--- src/rtl/fourier_pkg.sv ---
// Shared constants, reciprocal table and FSM encoding for the Fourier harmonic sequencer.
package fourier_pkg;

    localparam int NORM_GAIN  = 160;
    localparam int NORM_SHIFT = 10;
    localparam int OUT_OFFSET = 120;
    localparam int OUT_RESET  = 128;

    // round(1024 / (2i+1)): amplitude of the i-th odd harmonic of a square wave
    localparam int RECIP [16] = '{
        1024, 341, 205, 146, 114, 93, 79, 68,
        60,   54,  49,  45,  41,  38, 35, 33
    };

    typedef enum logic [1:0] {
        IDLE,
        RUN,
        DRAIN,
        OUT
    } state_t;

endpackage

--- src/rtl/fourier_term_scaler.sv ---
// Scales one signed LUT sample by the reciprocal weight of its harmonic index.
module fourier_term_scaler
    import fourier_pkg::*;
(
    input  logic signed [8:0]  i_lutData,
    input  logic        [3:0]  i_harmIdx,
    output logic signed [15:0] o_term
);

    logic signed [11:0] w_recip;
    logic signed [20:0] w_product;
    logic signed [20:0] w_shifted;

    assign w_recip   = 12'(RECIP[i_harmIdx]);
    assign w_product = i_lutData * w_recip;
    assign w_shifted = w_product >>> 10;
    assign o_term    = 16'(w_shifted);

endmodule

--- src/rtl/fourier_harmonic_sequencer.sv ---
// Sums odd sine harmonics (square-wave approximation) from an external LUT, one sample per start.
module fourier_harmonic_sequencer #(
    parameter int PHASE_WIDTH = 16,
    parameter int PHASE_STEP  = 256,
    parameter int NUM_HARM    = 4,
    parameter int LUT_BITS    = 12
) (
    input  logic                clk,
    input  logic                rst,
    input  logic                start,
    output logic                busy,
    output logic                lut_rd_en,
    output logic [LUT_BITS-1:0] lut_addr,
    input  logic signed [8:0]   lut_data,
    output logic [7:0]          sample_out,
    output logic                sample_valid,
    output logic                overrun
);
    import fourier_pkg::*;

    localparam logic [3:0] LAST_IDX = 4'(NUM_HARM - 1);

    state_t                   r_state;
    logic [PHASE_WIDTH-1:0]   r_phase;
    logic [PHASE_WIDTH-1:0]   r_harmPhase;
    logic [PHASE_WIDTH-1:0]   r_twicePhase;
    logic [3:0]               r_issueIdx;
    logic [3:0]               r_termIdx;
    logic                     r_termValid;
    logic signed [15:0]       r_acc;
    logic                     r_busy;
    logic                     r_lutRdEn;
    logic [LUT_BITS-1:0]      r_lutAddr;
    logic [7:0]               r_sampleOut;
    logic                     r_sampleValid;
    logic                     r_overrun;

    logic signed [15:0]       w_term;
    logic signed [15:0]       w_accNext;
    int                       w_scaled;
    int                       w_norm;
    logic [7:0]               w_clamped;

    fourier_term_scaler u_scaler (
        .i_lutData (lut_data),
        .i_harmIdx (r_termIdx),
        .o_term    (w_term)
    );

    // The accumulator runs one cycle behind the issue, so DRAIN's value already includes the last term.
    always_comb begin
        w_accNext = r_termValid ? r_acc + w_term : r_acc;
        w_scaled  = (int'(w_accNext) * NORM_GAIN) >>> NORM_SHIFT;
        w_norm    = w_scaled + OUT_OFFSET;
        if (w_norm < 0)
            w_clamped = 8'd0;
        else if (w_norm > 255)
            w_clamped = 8'd255;
        else
            w_clamped = w_norm[7:0];
    end

    always_ff @(posedge clk) begin
        if (rst) begin
            r_state       <= IDLE;
            r_phase       <= '0;
            r_harmPhase   <= '0;
            r_twicePhase  <= '0;
            r_issueIdx    <= '0;
            r_termIdx     <= '0;
            r_termValid   <= 1'b0;
            r_acc         <= '0;
            r_busy        <= 1'b0;
            r_lutRdEn     <= 1'b0;
            r_lutAddr     <= '0;
            r_sampleOut   <= 8'(OUT_RESET);
            r_sampleValid <= 1'b0;
            r_overrun     <= 1'b0;
        end else begin
            r_sampleValid <= 1'b0;
            r_termValid   <= r_lutRdEn;
            r_termIdx     <= r_issueIdx;
            if (r_termValid)
                r_acc <= w_accNext;
            if (start && (r_state == RUN || r_state == DRAIN))
                r_overrun <= 1'b1;

            case (r_state)
                IDLE, OUT: begin
                    if (start) begin
                        r_state      <= RUN;
                        r_phase      <= r_phase + PHASE_WIDTH'(PHASE_STEP);
                        r_twicePhase <= r_phase << 1;
                        r_harmPhase  <= r_phase + (r_phase << 1);
                        r_lutAddr    <= r_phase[PHASE_WIDTH-1 -: LUT_BITS];
                        r_lutRdEn    <= 1'b1;
                        r_issueIdx   <= '0;
                        r_busy       <= 1'b1;
                        r_acc        <= '0;
                    end else begin
                        r_state <= IDLE;
                    end
                end
                RUN: begin
                    if (r_issueIdx == LAST_IDX) begin
                        r_state   <= DRAIN;
                        r_lutRdEn <= 1'b0;
                    end else begin
                        r_issueIdx  <= r_issueIdx + 4'd1;
                        r_lutAddr   <= r_harmPhase[PHASE_WIDTH-1 -: LUT_BITS];
                        r_harmPhase <= r_harmPhase + r_twicePhase;
                    end
                end
                DRAIN: begin
                    r_state       <= OUT;
                    r_busy        <= 1'b0;
                    r_sampleOut   <= w_clamped;
                    r_sampleValid <= 1'b1;
                end
                default: r_state <= IDLE;
            endcase
        end
    end

    assign busy         = r_busy;
    assign lut_rd_en    = r_lutRdEn;
    assign lut_addr     = r_lutAddr;
    assign sample_out   = r_sampleOut;
    assign sample_valid = r_sampleValid;
    assign overrun      = r_overrun;

endmodule

--- config.mk ---
export PLATFORM = sky130hd
export DESIGN_NAME = fourier_harmonic_sequencer
export DESIGN_NICKNAME = d
export VERILOG_FILES = /design/src/rtl/fourier_pkg.sv /design/src/rtl/fourier_term_scaler.sv /design/src/rtl/fourier_harmonic_sequencer.sv
export SDC_FILE = /design/constraint.sdc
export NUM_CORES = 1
export LEC_CHECK = 0
export BUFFER_PORTS_ARGS = -buffer_cell sky130_fd_sc_hd__buf_2
export CAP_MARGIN = 5
export CORE_MARGIN = 3
export CORE_UTILIZATION = 30
export CTS_CLUSTER_SIZE = 14
export DETAILED_ROUTE_END_ITERATION = 6
export SLEW_MARGIN = 20
export SYNTH_ARGS = -nofsm -noshare
export SYNTH_HDL_FRONTEND = slang
export SYNTH_SLANG_ARGS = --single-unit
--- constraint.sdc ---
create_clock -name clk -period 19.05 [get_ports clk]
set_input_delay 0.9525 -clock clk [delete_from_list [all_inputs] [get_ports clk]]
set_output_delay 0.9525 -clock clk [all_outputs]
set_load 0.02 [all_outputs]
==> results.ini, run 1 <==
[status]
outcome = finished clean

[yosys]
synth.avg_cell_area_um2 = 8.57
syn_area_mm2 = 0.00838
ys_warn_count = 0
ys_ff_latch = 70
ys_seq_area_share_pct = 16.7
synthCells = 978
ys_async_sr_fraction_pct = 0
synth_cell_types = 78
synth_flop_cell = dfxtp_1
synth-edff-count = 0

[cts]
cts_tree = built
cts_num_sinks = 70
root_buffer = clkbuf_16
insertion_delay_ps = 340
clock_path_buffers = 2
postCtsSetupBuffers = 0
cts_resized = 0
cts_buffers = 9
ctsHoldBuffers = 0
clkTransAtPathRegs_ps = 60
htree_levels = 3

[timing]
clock_skew_ps = 7.30
layout_min_cycle_time_ps = 12160
max_slew_margin_pct = 38.4
setup_viol = 0
setup_tns_ps = 0
grt_setup_unrepaired = false
worst_slew_pin_slew_ps = 923
post-route-period-util_pct = 63.8
finalHoldViolCount = 0
fin_ws_ps = 6890
max_freq_mhz = 82.3
slew_violations = 0

[global_routing]
overflow = 0
grt_use_total_pct = 12.5
grt_pass1_vias = 6606
antenna_found_initial = 0
grt_max_degree = 50
grt_pass1_wl_um = 32000

[power_and_ir_drop]
ir_drop_uv = 77.5
power_density_mw_per_mm2 = 109
p_total_mw = 1.00
p_leak_nw = 4.38

[finish]
mostFrequentLayoutCells = ha_1 (130), nand2_1 (97), inv_1 (86)
layout_commonest_cell = ha_1
nFillCells = 2909
diodes = 0
final_layout_size_suffix_gt1_share_pct = 8.53
fin_nets = 1192
syn2layout_area_growth_pct = 9.67

[placement]
dp_hpwl_um = 14600
port_buffers = 31
routabilityCongestion = 0.849
place_ws_ps = 7090

[worst_setup_path]
r2r_slack_ps = 6890
critPathLaunchType = register
crit_arrival_ps = 12370
cp_slowest_stage_delay_ps = 640
crit_start = r_termIdx[1]
critPathMaxFanout = 12
end_kind = register
path_class = reg -> reg
critPathRequiredTime_ps = 19260
rr_startpoint = r_termIdx[1]
slowest_stage = a31oi_1
reg2reg_depth = 42

[detailed_routing]
first_pass_iters = 6
vias = 6621
post_drt_wl_per_cell_um = 13.4
post_drt_via_cell_ratio = 4.84
drc_errors = 0
ant_nets = 0
routed_wl_um = 18400
drt-initial-drc-count = 322

[min_path]
hp-start = sample_out[2]
min_path_type = reg -> reg
hold_depth = 2

[floorplan]
pin_count = 36
die_h_um = 173
die_w_um = 173
core_mm2 = 0.0272
die-area_mm2 = 0.0300
rows = 60
start_util_pct = 30.8

[run]
drv_cap = 0

critical path, delay by kind of cell (launching register included):
family	cells	cell delay, ps
adders and majority gates	10	4250
and+or+nand+nor	17	3400
AOI/OAI and AO/OA	10	2840
DFF	1	550
muxes	1	380
xor gates and xnor gates	2	360
buffers and inverters	2	260
area by class of cell:
cell class              instances  area [µm²]  share of cell area [%]
multi-input cells             793        6520                    71.0
flip-flops and latches         70        1400                    15.2
well taps                     372         465                    5.06
inverters                      86         323                    3.51
clock buffers                  11         233                    2.53
repair buffers                 32         163                    1.77
clock inverters                 5        83.8                   0.912
power breakdown:
part	switching [mW]	internal (mW)	leakage (nW)
logic	0.367	0.250	3.67
clock network	0.0635	0.115	0.146
registers	0.0278	0.182	0.570
total	0.458	0.546	4.38
cell families (layout without fill, tap and decap cells):
group / Yosys count / count (layout) / share of synthesized area (%)
other cells: 1 / 4 / 0.0447
fa+ha+maj: 189 / 189 / 33.4
xor+xnor: 52 / 52 / 5.61
mux: 28 / 28 / 3.58
simple gates: 339 / 339 / 20.7
compound gates: 181 / 181 / 14.3
flops: 70 / 70 / 16.7
buf+inv: 118 / 134 / 5.58
stage by stage:
| stage | util, % | instances | hold slack (ps) | instance area [µm²] |
|---|---|---|---|---|
| floorplan | - | 981 | 440 | 8390 |
| global placement | 32.7 | 1353 | 445 | 8870 |
| detailed placement | 32.7 | 1353 | 439 | 8870 |
| CTS | 33.8 | 1369 | 454 | 9190 |
| global route | 33.8 | 1369 | 474 | 9190 |
| finish | 33.8 | 1369 | 453 | 9190 |
path summary, 6_finish.rpt:
path	endpoint
setup / recovery	sample_out[7]
setup reg to reg	sample_out[7]
hold reg to reg	sample_out[2]
hold / removal	sample_out[2]
per-layer routing:
layer | GRT usage, % | up-vias | wire length (µm)
li1 | - | 3372 | -
met1 | 18.3 | 3138 | 9640
met3 | 0.703 | 13 | 411
met2 | 19.8 | 98 | 8060
met5 | 0 | - | 0
met4 | 3.95 | 0 | 259
cell usage after synthesis, types with 2 or more instances:
cell type	instances	area share, %
mux2_2	12	1.6
xor2_1	22	2.3
nand3_1	13	0.78
or2_2	4	0.30
o21ai_2	7	0.73
and3_1	19	1.4
nor3_1	22	1.3
o21bai_1	3	0.27
fa_1	58	14
o21ai_0	33	2.0
buf_4	4	0.36
nor3b_1	3	0.27
a21o_1	14	1.3
a31oi_2	2	0.30
xnor2_1	29	3.0
o2bb2ai_1	2	0.21
nand3b_1	3	0.27
o21a_1	7	0.63
dfxtp_1	70	17
mux2i_1	15	1.8
a21boi_0	2	0.18
a22oi_1	3	0.27
or3_1	5	0.37
and2_1	34	2.5
o211a_1	2	0.24
a31oi_1	7	0.52
nor2b_1	38	2.8
a21oi_1	49	2.9
nand2_1	97	4.3
inv_1	86	3.9
nand2b_1	9	0.67
clkbuf_1	18	0.81
nor2_1	68	3.0
o211ai_1	3	0.27
o21ai_1	4	0.24
and4_1	3	0.31
a211o_1	2	0.21
ha_1	130	19
nand4_1	7	0.52
buf_1	7	0.31
nand4b_1	2	0.21
a211oi_1	24	2.1
state kept, by name, summed over array words and instances (netlist names):
| signal | count |
|---|---|
| r_harmPhase | 8 |
| r_state | 2 |
| r_issueIdx | 4 |
| busy | 1 |
| r_termIdx | 4 |
| r_acc | 16 |
| r_phase | 8 |
| r_termValid | 1 |
| sample_out | 8 |
| sample_valid | 1 |
| lut_rd_en | 1 |
| overrun | 1 |
| lut_addr | 8 |
| r_twicePhase | 7 |
No activity file was read; power rests on OpenSTA's default activity.
==> run 2: changes to the inputs <==
ABC_AREA = 1   (was default)
clock period = 10.19 ns   (was 19.05 ns; I/O delays follow)
==> run 2 against run 1 <==
Critical path depth rose by 15. Synthesized cell count rose by 15%. Final area rose by 1.2%. Critical path type unchanged.
==> results.ini, run 2 <==
[cts]
ctsHoldBuffers = 0  ; unchanged
root_buffer = clkbuf_16  ; unchanged
htree_levels = 3  ; unchanged
clkTransAtPathRegs_ps = 60  ; about the same
cts_buffers = 9  ; unchanged
cts_tree = built  ; unchanged
clock_path_buffers = 2  ; unchanged
cts_num_sinks = 70  ; unchanged
insertion_delay_ps = 340  ; about the same

[finish]
mostFrequentLayoutCells = nand2_1 (210), inv_1 (180), ha_1 (126)  ; was ha_1 (130), nand2_1 (97), inv_1 (86)
diodes = 0  ; unchanged
layout_commonest_cell = nand2_1  ; was ha_1
largest_register = r_acc  ; unchanged
final_layout_size_suffix_gt1_share_pct = 11.4  ; was 8.53%
fin_util_pct = 34.3  ; was 33.8%
syn2layout_area_growth_pct = 11.8  ; was 9.67%
largest_register_ffs = 16  ; unchanged
fin_nets = 1348  ; was 1192

[detailed_routing]
ant_nets = 0  ; unchanged
post_drt_wl_per_cell_um = 12.3  ; was 13.4 µm
post_drt_via_cell_ratio = 4.58  ; was 4.84
drc_errors = 0  ; unchanged
routed_wl_um = 18800  ; was 18400 µm
first_pass_iters = 5  ; was 6
vias = 6983  ; was 6621
drt-initial-drc-count = 325  ; was 322

[status]
outcome = finished clean  ; unchanged

[global_routing]
grt_use_total_pct = 12.8  ; was 12.5%
grt_pass1_wl_um = 32800  ; was 32000 µm
grt_max_degree = 31  ; was 50
antenna_found_initial = 0  ; unchanged
grt_pass1_vias = 6989  ; was 6606
overflow = 0  ; unchanged

[yosys]
synth.avg_cell_area_um2 = 7.42  ; was 8.57 µm²
synth_flop_cell = dfxtp_1  ; unchanged
yosys-top-cells-area = ha_1 (20%), dfxtp_1 (17%), fa_1 (14%)  ; was ha_1 (19%), dfxtp_1 (17%), fa_1 (14%)
syn_area_mm2 = 0.00832  ; was 0.00838 mm²
ys_async_sr_fraction_pct = 0  ; unchanged
synth-edff-count = 0  ; unchanged
ys_warn_count = 0  ; unchanged
synthCells = 1121  ; was 978
netlist_top_cells_count = nand2_1 (210), inv_1 (181), ha_1 (130)  ; was ha_1 (130), nand2_1 (97), inv_1 (86)
ys_seq_area_share_pct = 16.8  ; was 16.7%
ys_ff_latch = 70  ; unchanged
synth.most_common_cell = nand2_1  ; was ha_1
netlist.area_leader.share_pct = 19.5  ; was 19.4%
yosys.area.top_type = ha_1  ; unchanged
synth_cell_types = 51  ; was 78

[timing]
finalHoldViolCount = 0  ; unchanged
post-route-period-util_pct = 92.9  ; was 63.8%
fin_ws_ps = 719  ; was 6890 ps
setup_viol = 0  ; unchanged
whs_ps = 433  ; was 453 ps
slew_violations = 0  ; unchanged
max_slew_margin_pct = 42.5  ; was 38.4%
max_freq_mhz = 106  ; was 82.3 MHz
clock_skew_ps = 6.06  ; was 7.30 ps
layout_min_cycle_time_ps = 9470  ; was 12160 ps
worst_slew_pin_slew_ps = 861  ; was 923 ps

[worst_setup_path]
path_class = reg -> reg  ; unchanged
reg2reg_depth = 57  ; was 42
end_kind = register  ; unchanged
worst_path_most_repeated_cell = nand2_1
crit_buf_inv = 8  ; was 2
critPathLaunchType = register  ; unchanged
critPathMaxFanout = 7  ; was 12
slowest_stage = fa_1  ; was a31oi_1
critPathRequiredTime_ps = 10400  ; was 19260 ps
path_depth = 57  ; was 42
crit_arrival_ps = 9680  ; was 12370 ps
cp_slowest_stage_delay_ps = 550  ; was 640 ps
crit_family = adder cells  ; unchanged

[power_and_ir_drop]
p_leak_nw = 4.78  ; was 4.38 nW
p_total_mw = 2.21  ; was 1.00 mW
ir_drop_uv = 144  ; was 77.5 µV
power_density_mw_per_mm2 = 238  ; was 109 mW/mm²

[min_path]
hold_depth = 3  ; was 2
min_path_type = in -> reg  ; was reg -> reg

[floorplan]
die_h_um = 173  ; about the same
rows = 60  ; unchanged
core_mm2 = 0.0271  ; was 0.0272 mm²
die-area_mm2 = 0.0298  ; was 0.0300 mm²
die_w_um = 173  ; about the same
start_util_pct = 30.7  ; was 30.8%
pin_count = 36  ; unchanged

[placement]
routabilityCongestion = 0.877  ; was 0.849
port_buffers = 31  ; unchanged
dp_hpwl_um = 14900  ; was 14600 µm
place_ws_ps = 288  ; was 7090 ps

[run]
drv_cap = 0  ; unchanged

[run 2: cell count changes after synthesis, sizes merged, moves of 15 or more]
cell / before / now
a211oi: 25 / 4
a21oi: 49 / 85
and2: 34 / 1
and3: 20 / 0
inv: 86 / 185
mux2i: 15 / 0
nand2: 98 / 236
nand3: 13 / 41
nor2: 68 / 129
nor2b: 38 / 0
o21ai: 44 / 59
[run 2: kinds of logic after synthesis]
family | count (synthesis) | synth area share (%)
DFF | 70 | 16.8
and+or+nand+nor | 432 | 23.3
buffers and inverters | 214 | 10.2
other | 1 | 0.0451
adders and majority gates | 188 | 33.5
AOI/OAI and AO/OA | 179 | 12.2
xor gates and xnor gates | 37 | 3.89
[run 2: stage by stage]
stage               cell area [µm²]  instances  TNS [ps]
global route                   9300       1525      -375
CTS                            9180       1522         0
floorplan                      8330       1124         0
global placement               8850       1506         0
finish                         9300       1525         0
detailed placement             8850       1506         0
[run 2: path summary, 6_finish.rpt]
path	startpoint	slack [ps]	to
max	r_termIdx[1]	720	sample_out[1]
min	start	430	overrun
max reg2reg	r_termIdx[1]	720	sample_out[1]
min reg2reg	busy	460	busy
[run 2: layout make-up]
cell class / count / area [µm²]
Clock inverter: 5 / 81.3
Clock buffer: 11 / 243
Timing Repair Buffer: 37 / 200
Multi-Input combinational cell: 840 / 6190
Fill cell: 2897 / 17800
Inverter: 190 / 722
Sequential cell: 70 / 1400
Tap cell: 372 / 465
[run 2: power by group]
group / internal (mW) / switching (mW)
logic: 0.542 / 0.926
clock network: 0.222 / 0.127
registers: 0.349 / 0.0459
total: 1.11 / 1.10
[run 2: routing by layer]
layer	track usage, %	up-vias	wire length, µm
met5	0	-	0
met2	22.1	110	8650
met3	1.08	14	580
li1	-	3632	-
met4	3.41	0	205
met1	17.4	3227	9390
[run 2: tightest hold or removal path, cell delays in order]
cell,delay [ps]
buf_2,100
a21oi_1,60
nor2_1,70
[run 2: what timing repair did]
| action | in CTS | in global routing |
|---|---|---|
| endpoints found under the setup margin | 0 | 8 |
| buffers inserted | 0 | 3 |
| gates resized for setup | 0 | 21 |
==> run 3: changes to the inputs <==
CORE_MARGIN = 8   (was 3)
==> run 3 against run 2 <==
Critical path depth shrank 1. Sequential power barely moved. Flip-flop and latch count stayed put. Count of clock-buffer cells in the layout unchanged. Global-route usage is 1.2 points lower. Via count about the same. Critical path type unchanged. Final area fell by 0.59%. Non-clock buffer count is 2 lower. Total power decreased by 2.2%. Core utilization is 0.76 points lower. Clock power down 12%. Worst hold slack gained 18 ps.
==> results.ini, run 3 (synthesized netlist as in run 2, its figures left out) <==
[floorplan]
rows = 61  ; was 60
die-area_mm2 = 0.0333  ; was 0.0298 mm²
die_w_um = 183  ; was 173 µm
die_h_um = 183  ; was 173 µm
core_mm2 = 0.0276  ; was 0.0271 mm²
start_util_pct = 30.2  ; was 30.7%
pin_count = 36  ; unchanged

[cts]
insertion_delay_ps = 330  ; was 340 ps
root_buffer = clkbuf_16  ; unchanged
ctsHoldBuffers = 0  ; unchanged
cts_tree = built  ; unchanged
clock_path_buffers = 2  ; unchanged
htree_levels = 3  ; unchanged
cts_num_sinks = 70  ; unchanged
clkTransAtPathRegs_ps = 60  ; about the same
cts_buffers = 9  ; unchanged

[power_and_ir_drop]
power_density_mw_per_mm2 = 234  ; was 238 mW/mm²
p_sw_mw = 1.09  ; was 1.10 mW
seq_power_share_pct = 18.3  ; was 17.9%
switching_share_pct = 50.4  ; was 49.7%
power.internal_mw = 1.07  ; was 1.11 mW
pwr-share-comb_pct = 67.6  ; was 66.4%
ir_drop_uv = 139  ; was 144 µV
p_leak_nw = 4.75  ; was 4.78 nW
p_clk_share_pct = 14.1  ; was 15.8%

[timing]
finalHoldViolCount = 0  ; unchanged
worst_slew_pin_slew_ps = 852  ; was 861 ps
setup_tns_ps = 0  ; unchanged
post-route-period-util_pct = 92.1  ; was 92.9%
layout_min_cycle_time_ps = 9390  ; was 9470 ps
whs_ps = 451  ; was 433 ps
slew_violations = 0  ; unchanged
clock_skew_ps = 7.09  ; was 6.06 ps
max_freq_mhz = 107  ; was 106 MHz
setup_viol = 0  ; unchanged
max_slew_margin_pct = 43.1  ; was 42.5%

[detailed_routing]
post_drt_via_cell_ratio = 4.57  ; was 4.58
first_pass_iters = 5  ; unchanged
drc_errors = 0  ; unchanged
routed_wl_um = 18800  ; about the same
drt-initial-drc-count = 377  ; was 325
ant_nets = 0  ; unchanged
post_drt_wl_per_cell_um = 12.3  ; about the same
vias = 6987  ; was 6983

[finish]
largest_register_ffs = 16  ; unchanged
multiInputGateArea_mm2 = 0.00618  ; was 0.00619 mm²
largest_register = r_acc  ; unchanged
stdcell_count = 1528  ; was 1525
diodes = 0  ; unchanged
fin_nets = 1346  ; was 1348
layout_commonest_cell = nand2_1  ; unchanged
syn2layout_area_growth_pct = 11.1  ; was 11.8%
mostFrequentLayoutCells = nand2_1 (210), inv_1 (180), ha_1 (126)  ; unchanged
ff_latch_area_mm2 = 0.00140  ; unchanged
final_layout_size_suffix_gt1_share_pct = 11.2  ; was 11.4%
nFillCells = 2948  ; was 2897

[placement]
dp_hpwl_um = 15100  ; was 14900 µm
port_buffers = 31  ; unchanged
routabilityCongestion = 0.890  ; was 0.877
dp_cells = 1511  ; was 1506

[worst_setup_path]
worst_path_most_repeated_cell = nand2_1  ; unchanged
crit_family = adder cells  ; unchanged
critPathRequiredTime_ps = 10390  ; was 10400 ps
critPathLaunchType = register  ; unchanged
slowest_stage = fa_1  ; unchanged
crit_arrival_ps = 9580  ; was 9680 ps
cp_slowest_stage_delay_ps = 550  ; about the same
crit_buf_inv = 7  ; was 8
end_kind = register  ; unchanged
critPathMaxFanout = 7  ; unchanged
path_class = reg -> reg  ; unchanged

[status]
outcome = finished clean  ; unchanged

[global_routing]
grt_pass1_wl_um = 32700  ; was 32800 µm
antenna_found_initial = 0  ; unchanged
grt_pass1_vias = 6970  ; was 6989
grt_use_total_pct = 11.6  ; was 12.8%
grt_max_degree = 31  ; unchanged
overflow = 0  ; unchanged

[run]
drv_cap = 0  ; unchanged

[min_path]
min_path_type = in -> reg  ; unchanged

==> run 3: cell count changes in the layout (fill, tap and decap cells not counted), sizes merged <==
cell / before / now
inv: 186 / 185
buf: 37 / 35
bufinv: 2 / 1
clkinvlp: 1 / 0
clkinv: 6 / 8
==> run 3: area by class of cell <==
| cell class | count | area share [%] |
|---|---|---|
| Clock buffer | 11 | 2.52 |
| Clock inverter | 4 | 0.528 |
| Inverter | 190 | 7.81 |
| Multi-Input combinational cell | 840 | 66.8 |
| Sequential cell | 70 | 15.2 |
| Tap cell | 378 | 5.12 |
| Timing Repair Buffer | 35 | 2.00 |
==> run 3: repair_timing <==
item,in CTS,in global routing
endpoints found under the setup margin,0,8
buffers inserted,0,2
gates resized for setup,0,21
==> run 3: final timing paths <==
path / start / slack [ps] / endpoint / cells past startpoint
worst min-delay path: start / 450 / overrun / 3
worst min register to register: r_issueIdx[1] / 460 / r_termIdx[1] / 2
worst max-delay path: r_termIdx[1] / 800 / sample_out[1] / 56
worst max register to register: r_termIdx[1] / 800 / sample_out[1] / 56
==> run 3: stage by stage <==
step	instance area [µm²]	util (%)	total power [mW]	setup WS [ps]
2_1_floorplan	8330	-	1.52	1230
3_3_place_gp	8850	32.1	1.83	278
3_5_place_dp	8850	32.1	1.85	179
4_1_cts	9140	33.2	2.17	117
5_1_grt	9250	33.6	2.43	-20.6
6_report	9250	33.6	2.16	804
==> run 3: worst register-to-register path: cells and delay by family, from the launching register on <==
family | cells | cell delay [ps]
fa+ha+maj | 11 | 4300
simple gates | 27 | 2290
compound gates | 9 | 1250
buf+inv | 7 | 630
xor+xnor | 2 | 390
flops | 1 | 380
==> run 3: routing by layer <==
layer  GRT usage [%]  vias up  routed length, µm
met1            15.5     3247               9420
met4            2.76        0                272
li1                -     3606                  -
met2            19.6      113               8540
met5               0        -                  0
met3            1.39       21                613
==> run 3: power by group through the flow <==
stage / sequential (mW) / clock, mW / combinational (mW)
2_1_floorplan: 0.435 / 0 / 1.09
3_5_place_dp: 0.399 / 0 / 1.45
6_report: 0.396 / 0.306 / 1.46
3_3_place_gp: 0.400 / 0 / 1.43
4_1_cts: 0.396 / 0.313 / 1.46
5_1_grt: 0.407 / 0.325 / 1.69
